==> src/rtl/mdu_seq.sv <==
// Sequential multiply/divide unit for the RV64 M extension.
// Iterative shift-add multiply and restoring divide, one step per cycle.
package mdu_pkg;

  typedef enum logic [3:0] {
    MDU_NOP   = 4'd0,
    MDU_MUL   = 4'd1,
    MDU_DIV   = 4'd2,
    MDU_DIVU  = 4'd3,
    MDU_REM   = 4'd4,
    MDU_REMU  = 4'd5,
    MDU_MULW  = 4'd6,
    MDU_DIVW  = 4'd7,
    MDU_DIVUW = 4'd8,
    MDU_REMW  = 4'd9,
    MDU_REMUW = 4'd10
  } mdu_op_t;

  typedef enum logic [1:0] {
    S_IDLE = 2'd0,
    S_CALC = 2'd1,
    S_DONE = 2'd2
  } mdu_state_t;

endpackage

module mdu_seq (
  input  logic        clk,
  input  logic        reset,
  input  logic        flush,
  input  logic        in_valid,
  output logic        in_ready,
  input  logic [3:0]  op,
  input  logic [63:0] srca,
  input  logic [63:0] srcb,
  input  logic [4:0]  dst,
  output logic        out_valid,
  input  logic        out_ready,
  output logic [63:0] result,
  output logic [4:0]  out_dst,
  output logic        busy
);

  import mdu_pkg::*;

  function automatic logic [63:0] sext32(
    input logic [31:0] v
  );
    return {{32{v[31]}}, v};
  endfunction

  mdu_state_t  state_q, state_d;
  logic        accept;

  // incoming request decode
  logic        d_w, d_mul, d_div, d_rem, d_sgn;
  logic        sa, sb, dz, ovf, d_special;
  logic [63:0] opa, opb, mag_a, mag_b;
  logic [63:0] d_spec_res;

  // datapath state
  logic [63:0] a_q, a_d;
  logic [63:0] b_q, b_d;
  logic [63:0] acc_q, acc_d;
  logic [5:0]  cnt_q, cnt_d;
  logic        w_q, w_d;
  logic        mul_q, mul_d;
  logic        rem_q, rem_d;
  logic        qneg_q, qneg_d;
  logic        rneg_q, rneg_d;
  logic [63:0] res_q, res_d;
  logic [4:0]  dst_q, dst_d;

  // one iteration step and completion value
  logic [63:0] prod;
  logic [64:0] rsh, diff;
  logic        ge;
  logic [63:0] step_a, step_b, step_acc;
  logic        last;
  logic [63:0] q, qv, rv, val, fin;

  // decode op, form operands, detect single-cycle cases
  always_comb begin
    d_w   = 1'b0;
    d_mul = 1'b0;
    d_div = 1'b0;
    d_rem = 1'b0;
    d_sgn = 1'b0;
    case (op)
      MDU_MUL:   d_mul = 1'b1;
      MDU_MULW: begin
        d_mul = 1'b1;
        d_w   = 1'b1;
      end
      MDU_DIV: begin
        d_div = 1'b1;
        d_sgn = 1'b1;
      end
      MDU_DIVU:  d_div = 1'b1;
      MDU_REM: begin
        d_rem = 1'b1;
        d_sgn = 1'b1;
      end
      MDU_REMU:  d_rem = 1'b1;
      MDU_DIVW: begin
        d_div = 1'b1;
        d_sgn = 1'b1;
        d_w   = 1'b1;
      end
      MDU_DIVUW: begin
        d_div = 1'b1;
        d_w   = 1'b1;
      end
      MDU_REMW: begin
        d_rem = 1'b1;
        d_sgn = 1'b1;
        d_w   = 1'b1;
      end
      MDU_REMUW: begin
        d_rem = 1'b1;
        d_w   = 1'b1;
      end
      default: ;
    endcase
    sa  = d_w ? srca[31] : srca[63];
    sb  = d_w ? srcb[31] : srcb[63];
    opa = d_w ? {{32{d_sgn & srca[31]}}, srca[31:0]}
              : srca;
    opb = d_w ? {{32{d_sgn & srcb[31]}}, srcb[31:0]}
              : srcb;
    mag_a = (d_sgn & sa) ? -opa : opa;
    mag_b = (d_sgn & sb) ? -opb : opb;
    dz  = (d_div | d_rem) && (opb == 64'd0);
    ovf = d_sgn && (opb == '1) &&
          (opa == (d_w ? 64'hFFFF_FFFF_8000_0000
                       : 64'h8000_0000_0000_0000));
    d_special = !d_mul && (!(d_div | d_rem) || dz || ovf);
    d_spec_res = 64'd0;
    if (dz)
      d_spec_res = d_div ? '1
                 : (d_w ? sext32(srca[31:0]) : srca);
    else if (ovf)
      d_spec_res = d_div ? opa : 64'd0;
  end

  // one shift-add or restoring-divide step
  always_comb begin
    prod = acc_q + (b_q[0] ? a_q : 64'd0);
    rsh  = {acc_q, a_q[63]};
    diff = rsh - {1'b0, b_q};
    ge   = ~diff[64];
    if (mul_q) begin
      step_acc = prod;
      step_a   = a_q << 1;
      step_b   = b_q >> 1;
    end else begin
      step_acc = ge ? diff[63:0] : rsh[63:0];
      step_a   = {a_q[62:0], ge};
      step_b   = b_q;
    end
    last = cnt_q == (w_q ? 6'd31 : 6'd63);
    q    = w_q ? {32'd0, step_a[31:0]} : step_a;
    qv   = qneg_q ? -q : q;
    rv   = rneg_q ? -step_acc : step_acc;
    val  = mul_q ? step_acc : (rem_q ? rv : qv);
    fin  = w_q ? sext32(val[31:0]) : val;
  end

  // state register
  always_ff @(posedge clk or negedge reset) begin
    if (!reset) state_q <= S_IDLE;
    else        state_q <= state_d;
  end

  // next state; flush overrides everything
  always_comb begin
    state_d = state_q;
    if (flush) begin
      state_d = S_IDLE;
    end else begin
      case (state_q)
        S_IDLE:
          if (in_valid)
            state_d = d_special ? S_DONE : S_CALC;
        S_CALC:
          if (last) state_d = S_DONE;
        S_DONE:
          if (out_ready) state_d = S_IDLE;
        default: state_d = S_IDLE;
      endcase
    end
  end

  // handshake and status outputs
  always_comb begin
    in_ready  = state_q == S_IDLE;
    out_valid = state_q == S_DONE;
    busy      = (state_q == S_CALC) ||
                (state_q == S_DONE);
    accept    = in_valid && (state_q == S_IDLE) &&
                !flush;
    result    = res_q;
    out_dst   = dst_q;
  end

  // datapath next values: load on accept, step in CALC
  always_comb begin
    a_d    = a_q;
    b_d    = b_q;
    acc_d  = acc_q;
    cnt_d  = cnt_q;
    w_d    = w_q;
    mul_d  = mul_q;
    rem_d  = rem_q;
    qneg_d = qneg_q;
    rneg_d = rneg_q;
    res_d  = res_q;
    dst_d  = dst_q;
    if (accept) begin
      cnt_d  = 6'd0;
      acc_d  = 64'd0;
      dst_d  = dst;
      w_d    = d_w;
      mul_d  = d_mul;
      rem_d  = d_rem;
      qneg_d = d_sgn & (sa ^ sb);
      rneg_d = d_sgn & sa;
      if (d_mul) begin
        a_d = opa;
        b_d = opb;
      end else begin
        a_d = d_w ? {mag_a[31:0], 32'd0} : mag_a;
        b_d = mag_b;
      end
      if (d_special) res_d = d_spec_res;
    end else if (state_q == S_CALC && !flush) begin
      a_d   = step_a;
      b_d   = step_b;
      acc_d = step_acc;
      cnt_d = cnt_q + 6'd1;
      if (last) res_d = fin;
    end
  end

  // datapath registers
  always_ff @(posedge clk or negedge reset) begin
    if (!reset) begin
      a_q    <= 64'd0;
      b_q    <= 64'd0;
      acc_q  <= 64'd0;
      cnt_q  <= 6'd0;
      w_q    <= 1'b0;
      mul_q  <= 1'b0;
      rem_q  <= 1'b0;
      qneg_q <= 1'b0;
      rneg_q <= 1'b0;
      res_q  <= 64'd0;
      dst_q  <= 5'd0;
    end else begin
      a_q    <= a_d;
      b_q    <= b_d;
      acc_q  <= acc_d;
      cnt_q  <= cnt_d;
      w_q    <= w_d;
      mul_q  <= mul_d;
      rem_q  <= rem_d;
      qneg_q <= qneg_d;
      rneg_q <= rneg_d;
      res_q  <= res_d;
      dst_q  <= dst_d;
    end
  end

endmodule
==> config.mk <==
export PLATFORM = sky130hd
export DESIGN_NAME = mdu_seq
export DESIGN_NICKNAME = d
export VERILOG_FILES = /design/src/rtl/mdu_seq.sv
export SDC_FILE = /design/constraint.sdc
export NUM_CORES = 2
export LEC_CHECK = 0
export BUFFER_PORTS_ARGS = -buffer_cell sky130_fd_sc_hd__buf_2
export CORE_ASPECT_RATIO = 1.2
export CORE_MARGIN = 1
export CORE_UTILIZATION = 31
export DETAILED_ROUTE_END_ITERATION = 10
export PLACE_DENSITY = 0.52
export SETUP_SLACK_MARGIN = 0.3
export SLEW_MARGIN = 20
export SYNTH_ARGS = -nofsm -noshare
export SYNTH_HDL_FRONTEND = slang
export SYNTH_SLANG_ARGS = --single-unit
export TNS_END_PERCENT = 30
==> constraint.sdc <==
create_clock -name clk -period 9.1 [get_ports clk]
set_input_delay 1.365 -clock clk [delete_from_list [all_inputs] [get_ports clk]]
set_output_delay 1.365 -clock clk [all_outputs]
set_load 0.1 [all_outputs]
==> report_table.html <==
<table>
<tr><th>Metric</th><th>Value</th></tr>
<tr><th colspan="2">Drt</th></tr>
<tr><td>Routed wire length</td><td>159.8 mm</td></tr>
<tr><td>Detailed-route via count</td><td>35520</td></tr>
<tr><td>Post-DRT Antenna Nets</td><td>0</td></tr>
<tr><td>Avg WL per Cell</td><td>27.71 um</td></tr>
<tr><td>Iteration count of the initial detailed-routing pass</td><td>6</td></tr>
<tr><td>Routed vias/inst</td><td>6.158</td></tr>
<tr><td>Final routed DRC violation total</td><td>0</td></tr>
<tr><td>Violation count after the first detailed-routing iteration</td><td>3715</td></tr>
<tr><th colspan="2">Yosys</th></tr>
<tr><td>Warning count from the yosys run</td><td>0</td></tr>
<tr><td>Ys flop type</td><td>sky130_fd_sc_hd__dfrtp_1</td></tr>
<tr><td>Cell variety after synth</td><td>97</td></tr>
<tr><td>Cell count after synthesis</td><td>about 4400</td></tr>
<tr><td>Part of the Yosys area used for sequential elements</td><td>0.2204</td></tr>
<tr><td>Nets in the synthesized netlist</td><td>around 4700</td></tr>
<tr><td>Cell type with the highest aggregate area in the netlist</td><td>sky130_fd_sc_hd__dfrtp_1</td></tr>
<tr><td>Most area-consuming cells after synthesis</td><td>sky130_fd_sc_hd__dfrtp_1 22%, sky130_fd_sc_hd__nand2_1 7.1%, sky130_fd_sc_hd__a21oi_1 6.8%</td></tr>
<tr><td>Share of Yosys cell area claimed by the top area cell type</td><td>0.2204</td></tr>
<tr><td>Async set-reset flop share out of synthesis</td><td>1.000</td></tr>
<tr><td>Flip-flop and latch count after synthesis</td><td>approximately 270</td></tr>
<tr><td>Synth Area per Inst</td><td>between 7 and 8 um^2</td></tr>
<tr><td>Number of flops mapped to enable cells by yosys</td><td>0</td></tr>
<tr><td>Cell area after synthesis</td><td>31110 um^2</td></tr>
<tr><th colspan="2">Critical path</th></tr>
<tr><td>Crit path buffers/inverters</td><td>1</td></tr>
<tr><td>Cell with the largest stage delay on the worst path</td><td>sky130_fd_sc_hd__a211oi_4</td></tr>
<tr><td>Start-to-end type of the worst setup path</td><td>flop to flop</td></tr>
<tr><td>Maximum single-stage delay on the critical path</td><td>0.97 ns</td></tr>
<tr><td>Critical-path maximum fanout</td><td>24</td></tr>
<tr><td>Family with the most delay on the worst path</td><td>compound AO/OA/AOI/OAI gates</td></tr>
<tr><td>Required time of the worst setup path</td><td>9.56 ns</td></tr>
<tr><td>Data arrival, critical path</td><td>8.30 ns</td></tr>
<tr><td>Critical path launch point type</td><td>flop</td></tr>
<tr><td>Startpoint of the most critical register-to-register path</td><td>a_q[63]</td></tr>
<tr><td>Startpoint of the most critical setup path</td><td>a_q[63]</td></tr>
<tr><td>Capturing element type of the critical path</td><td>flop</td></tr>
<tr><th colspan="2">CTS</th></tr>
<tr><td>Clock tree from TritonCTS</td><td>yes</td></tr>
<tr><td>TritonCTS buffer count</td><td>37</td></tr>
<tr><td>Count of hold-fix buffers inserted at cts</td><td>0</td></tr>
<tr><td>Maximum clock path buffer count</td><td>3</td></tr>
<tr><td>Number of gates resized after cts</td><td>0</td></tr>
<tr><td>Post-CTS setup repair buffer count</td><td>0</td></tr>
<tr><td>Root cell of the clock tree</td><td>sky130_fd_sc_hd__clkbuf_16</td></tr>
<tr><td>Level count of the clock H-tree</td><td>2</td></tr>
<tr><td>Clock slew at the register clock pins of the worst setup and hold paths</td><td>0.06 ns</td></tr>
<tr><td>Total number of clock tree sinks</td><td>274</td></tr>
<tr><td>Worst-Skew Late Latency</td><td>0.59 ns</td></tr>
<tr><th colspan="2">Die</th></tr>
<tr><td>I/O pin total</td><td>214</td></tr>
<tr><td>Chip Height</td><td>349.0 um</td></tr>
<tr><td>Total number of placement rows</td><td>126</td></tr>
<tr><td>Starting utilization of the core area</td><td>0.3147</td></tr>
<tr><td>Core Footprint</td><td>98850 um^2</td></tr>
<tr><td>Width of the die</td><td>291.2 um</td></tr>
<tr><td>Area of the die</td><td>101600 um^2</td></tr>
<tr><th colspan="2">Placed design</th></tr>
<tr><td>Pre-CTS worst setup slack</td><td>~1.4 ns</td></tr>
<tr><td>Placement-stage cell area</td><td>about 33000 um^2</td></tr>
<tr><td>Count of input and output buffers</td><td>213</td></tr>
<tr><td>Estimated wirelength of the detail-placed design</td><td>between 100 and 150 mm</td></tr>
<tr><td>Routability congestion estimate</td><td>~1.0</td></tr>
<tr><th colspan="2">STA</th></tr>
<tr><td>Setup repair after global routing missed its margin</td><td>false</td></tr>
<tr><td>Slew margin rel.</td><td>0.1680</td></tr>
<tr><td>Transition time at the pin with the least slew margin</td><td>1.243 ns</td></tr>
<tr><td>Number of hold-slack violations in the final timing report</td><td>0</td></tr>
<tr><td>Max Transition Viols Final</td><td>0</td></tr>
<tr><td>Fmax</td><td>about 130 MHz</td></tr>
<tr><td>Final worst clock skew</td><td>0.03188 ns</td></tr>
<tr><td>Period utilization</td><td>0.8617</td></tr>
<tr><td>Crit path setup slack, layout</td><td>1.259 ns</td></tr>
<tr><td>Total negative setup slack</td><td>0 ns</td></tr>
<tr><td>Final-report setup violation count</td><td>0</td></tr>
<tr><td>Min Clock Period, post-route</td><td>7.841 ns</td></tr>
<tr><th colspan="2">Layout</th></tr>
<tr><td>Most common cell after layout, fill and taps aside</td><td>sky130_fd_sc_hd__nand2_1</td></tr>
<tr><td>Filler cell count in the final layout</td><td>10600</td></tr>
<tr><td>Most frequent cells in the layout</td><td>589 x sky130_fd_sc_hd__nand2_1, 478 x sky130_fd_sc_hd__nor2_1, 418 x sky130_fd_sc_hd__a21oi_1</td></tr>
<tr><td>Final layout net count</td><td>4740</td></tr>
<tr><td>Ratio of cells with drive above 1 in the final layout</td><td>0.09697</td></tr>
<tr><td>Synth-to-Final Area Change</td><td>11.31%</td></tr>
<tr><td>Final standard cell area without fillers</td><td>approximately 35000 um^2</td></tr>
<tr><th colspan="2">Pwr</th></tr>
<tr><td>Static Leakage</td><td>~14 nW</td></tr>
<tr><td>Fraction of power consumed by combinational cells</td><td>0.718</td></tr>
<tr><td>NetSw</td><td>roughly 9.0 mW</td></tr>
<tr><td>Final Power</td><td>14.91 mW</td></tr>
<tr><td>Internal Pwr Total</td><td>5.957 mW</td></tr>
<tr><td>Share of total power consumed by net switching</td><td>0.6004</td></tr>
<tr><td>Portion of total power attributed to the clock network</td><td>0.108</td></tr>
<tr><td>Worst voltage drop across the vdd grid</td><td>slightly below 300 uV</td></tr>
<tr><td>PD cells</td><td>430.6 nW/um^2</td></tr>
<tr><td>Part of the power in registers</td><td>0.173</td></tr>
<tr><th colspan="2">Outcome</th></tr>
<tr><td>Run status</td><td>finished clean</td></tr>
<tr><th colspan="2">Min path</th></tr>
<tr><td>Classification of the worst-slack hold path</td><td>flop to flop</td></tr>
<tr><td>Start point of the worst min-delay path</td><td>out_dst[1]</td></tr>
<tr><th colspan="2">Flow run</th></tr>
<tr><td>Number of max-capacitance violations reported</td><td>0</td></tr>
<tr><th colspan="2">Global route</th></tr>
<tr><td>Via count of the first global-routing pass</td><td>33160</td></tr>
<tr><td>Initial antenna violation count</td><td>2</td></tr>
<tr><td>First-pass GRT wire length</td><td>231.4 mm</td></tr>
<tr><td>Global Route Usage Sum</td><td>0.3053</td></tr>
<tr><td>Pin count of the biggest net entering global routing</td><td>between 100 and 150</td></tr>
<tr><td>Remaining Overflow, GRT</td><td>0</td></tr>
</table>
==> synth_stat cells, types with 95 or more instances <==
master and number:
sky130_fd_sc_hd__nor3_1 139, sky130_fd_sc_hd__xnor2_1 165, sky130_fd_sc_hd__ha_1 137, sky130_fd_sc_hd__a21oi_1 423
sky130_fd_sc_hd__dfrtp_1 274, sky130_fd_sc_hd__nand2_1 590, sky130_fd_sc_hd__clkbuf_1 269, sky130_fd_sc_hd__a31oi_1 95
sky130_fd_sc_hd__o21ai_0 372, sky130_fd_sc_hd__xor2_1 127, sky130_fd_sc_hd__inv_1 115, sky130_fd_sc_hd__nor2_1 483
==> state kept, by name, summed over array words and instances, names as in the netlist <==
signal	flops
cnt_q	6
w_q	1
qneg_q	1
result	64
a_q	64
acc_q	64
rneg_q	1
rem_q	1
out_dst	5
mul_q	1
state_q	2
b_q	64
==> stage by stage <==
stage | utilization | hold slack (ns) | instances
after global routing | 0.3503 | 0.5107 | 5766
after detailed placement | 0.3373 | 0.4591 | 5700
after floorplan | - | 0.4498 | 4443
after CTS | 0.3502 | 0.4813 | 5766
final | 0.3503 | 0.4806 | 5767
after global placement | 0.3373 | 0.4593 | 5700
==> worst min-delay path, stage by stage (launching register included) <==
cell	delay (ns)
sky130_fd_sc_hd__dfrtp_1	0.35
sky130_fd_sc_hd__nand2_1	0.05
sky130_fd_sc_hd__nand2_1	0.05
==> layout make-up <==
type,count,area [um^2],share of cell area
Sequential cell,274,6862,0.1982
Timing Repair Buffer,289,1684,0.04864
Multi-Input combinational cell,3739,22760,0.6573
Clock buffer,44,1003,0.02898
Tap cell,1280,1602,0.04625
Clock inverter,22,269.0,0.007769
Inverter,118,442.9,0.01279
Antenna cell,1,2.502,0.00007227
==> routing by layer <==
| layer | track usage | routed length (um) | vias up |
|---|---|---|---|
| met5 | 0 | 0 | - |
| met4 | 0.2028 | 11930 | 0 |
| met3 | 0.03829 | 11320 | 301 |
| met2 | 0.4680 | 69540 | 1695 |
| met1 | 0.4014 | 67020 | 17220 |
| li1 | - | - | 16300 |
==> worst paths after layout <==
kind                         endpoint  slack (ns)  depth (start not counted)
max in group asynchronous   acc_q[55]        6.86                          2
setup / recovery           result[52]        1.26                         25
hold reg to reg            out_dst[1]        0.48                          2
hold / removal             out_dst[1]        0.48                          2
setup reg to reg           result[52]        1.26                         25
min in group asynchronous  out_dst[4]        0.77                          1
==> cells by family (layout without fill, tap and decap cells) <==
logic type,count (synthesis),in the layout,synth area share
AO/OA/AOI/OAI,1558,1558,0.3207
XOR/XNOR,292,292,0.08221
adder cells (fa/ha/maj),139,139,0.05639
buffers and inverters,430,473,0.05253
flip-flops,274,274,0.2204
multiplexers,44,44,0.01432
other,0,1,0
AND/OR/NAND/NOR,1706,1706,0.2534
==> power by group through the flow <==
stage	Clock (mW)	Sequential, mW	Combinational, mW
after floorplan	0	2.94	6.64
after global placement	0	2.54	10.5
after detailed placement	0	2.56	10.4
after CTS	1.63	2.54	10.4
after global routing	1.67	2.63	11.5
final	1.61	2.58	10.7
(Power assumes the default switching activity.)
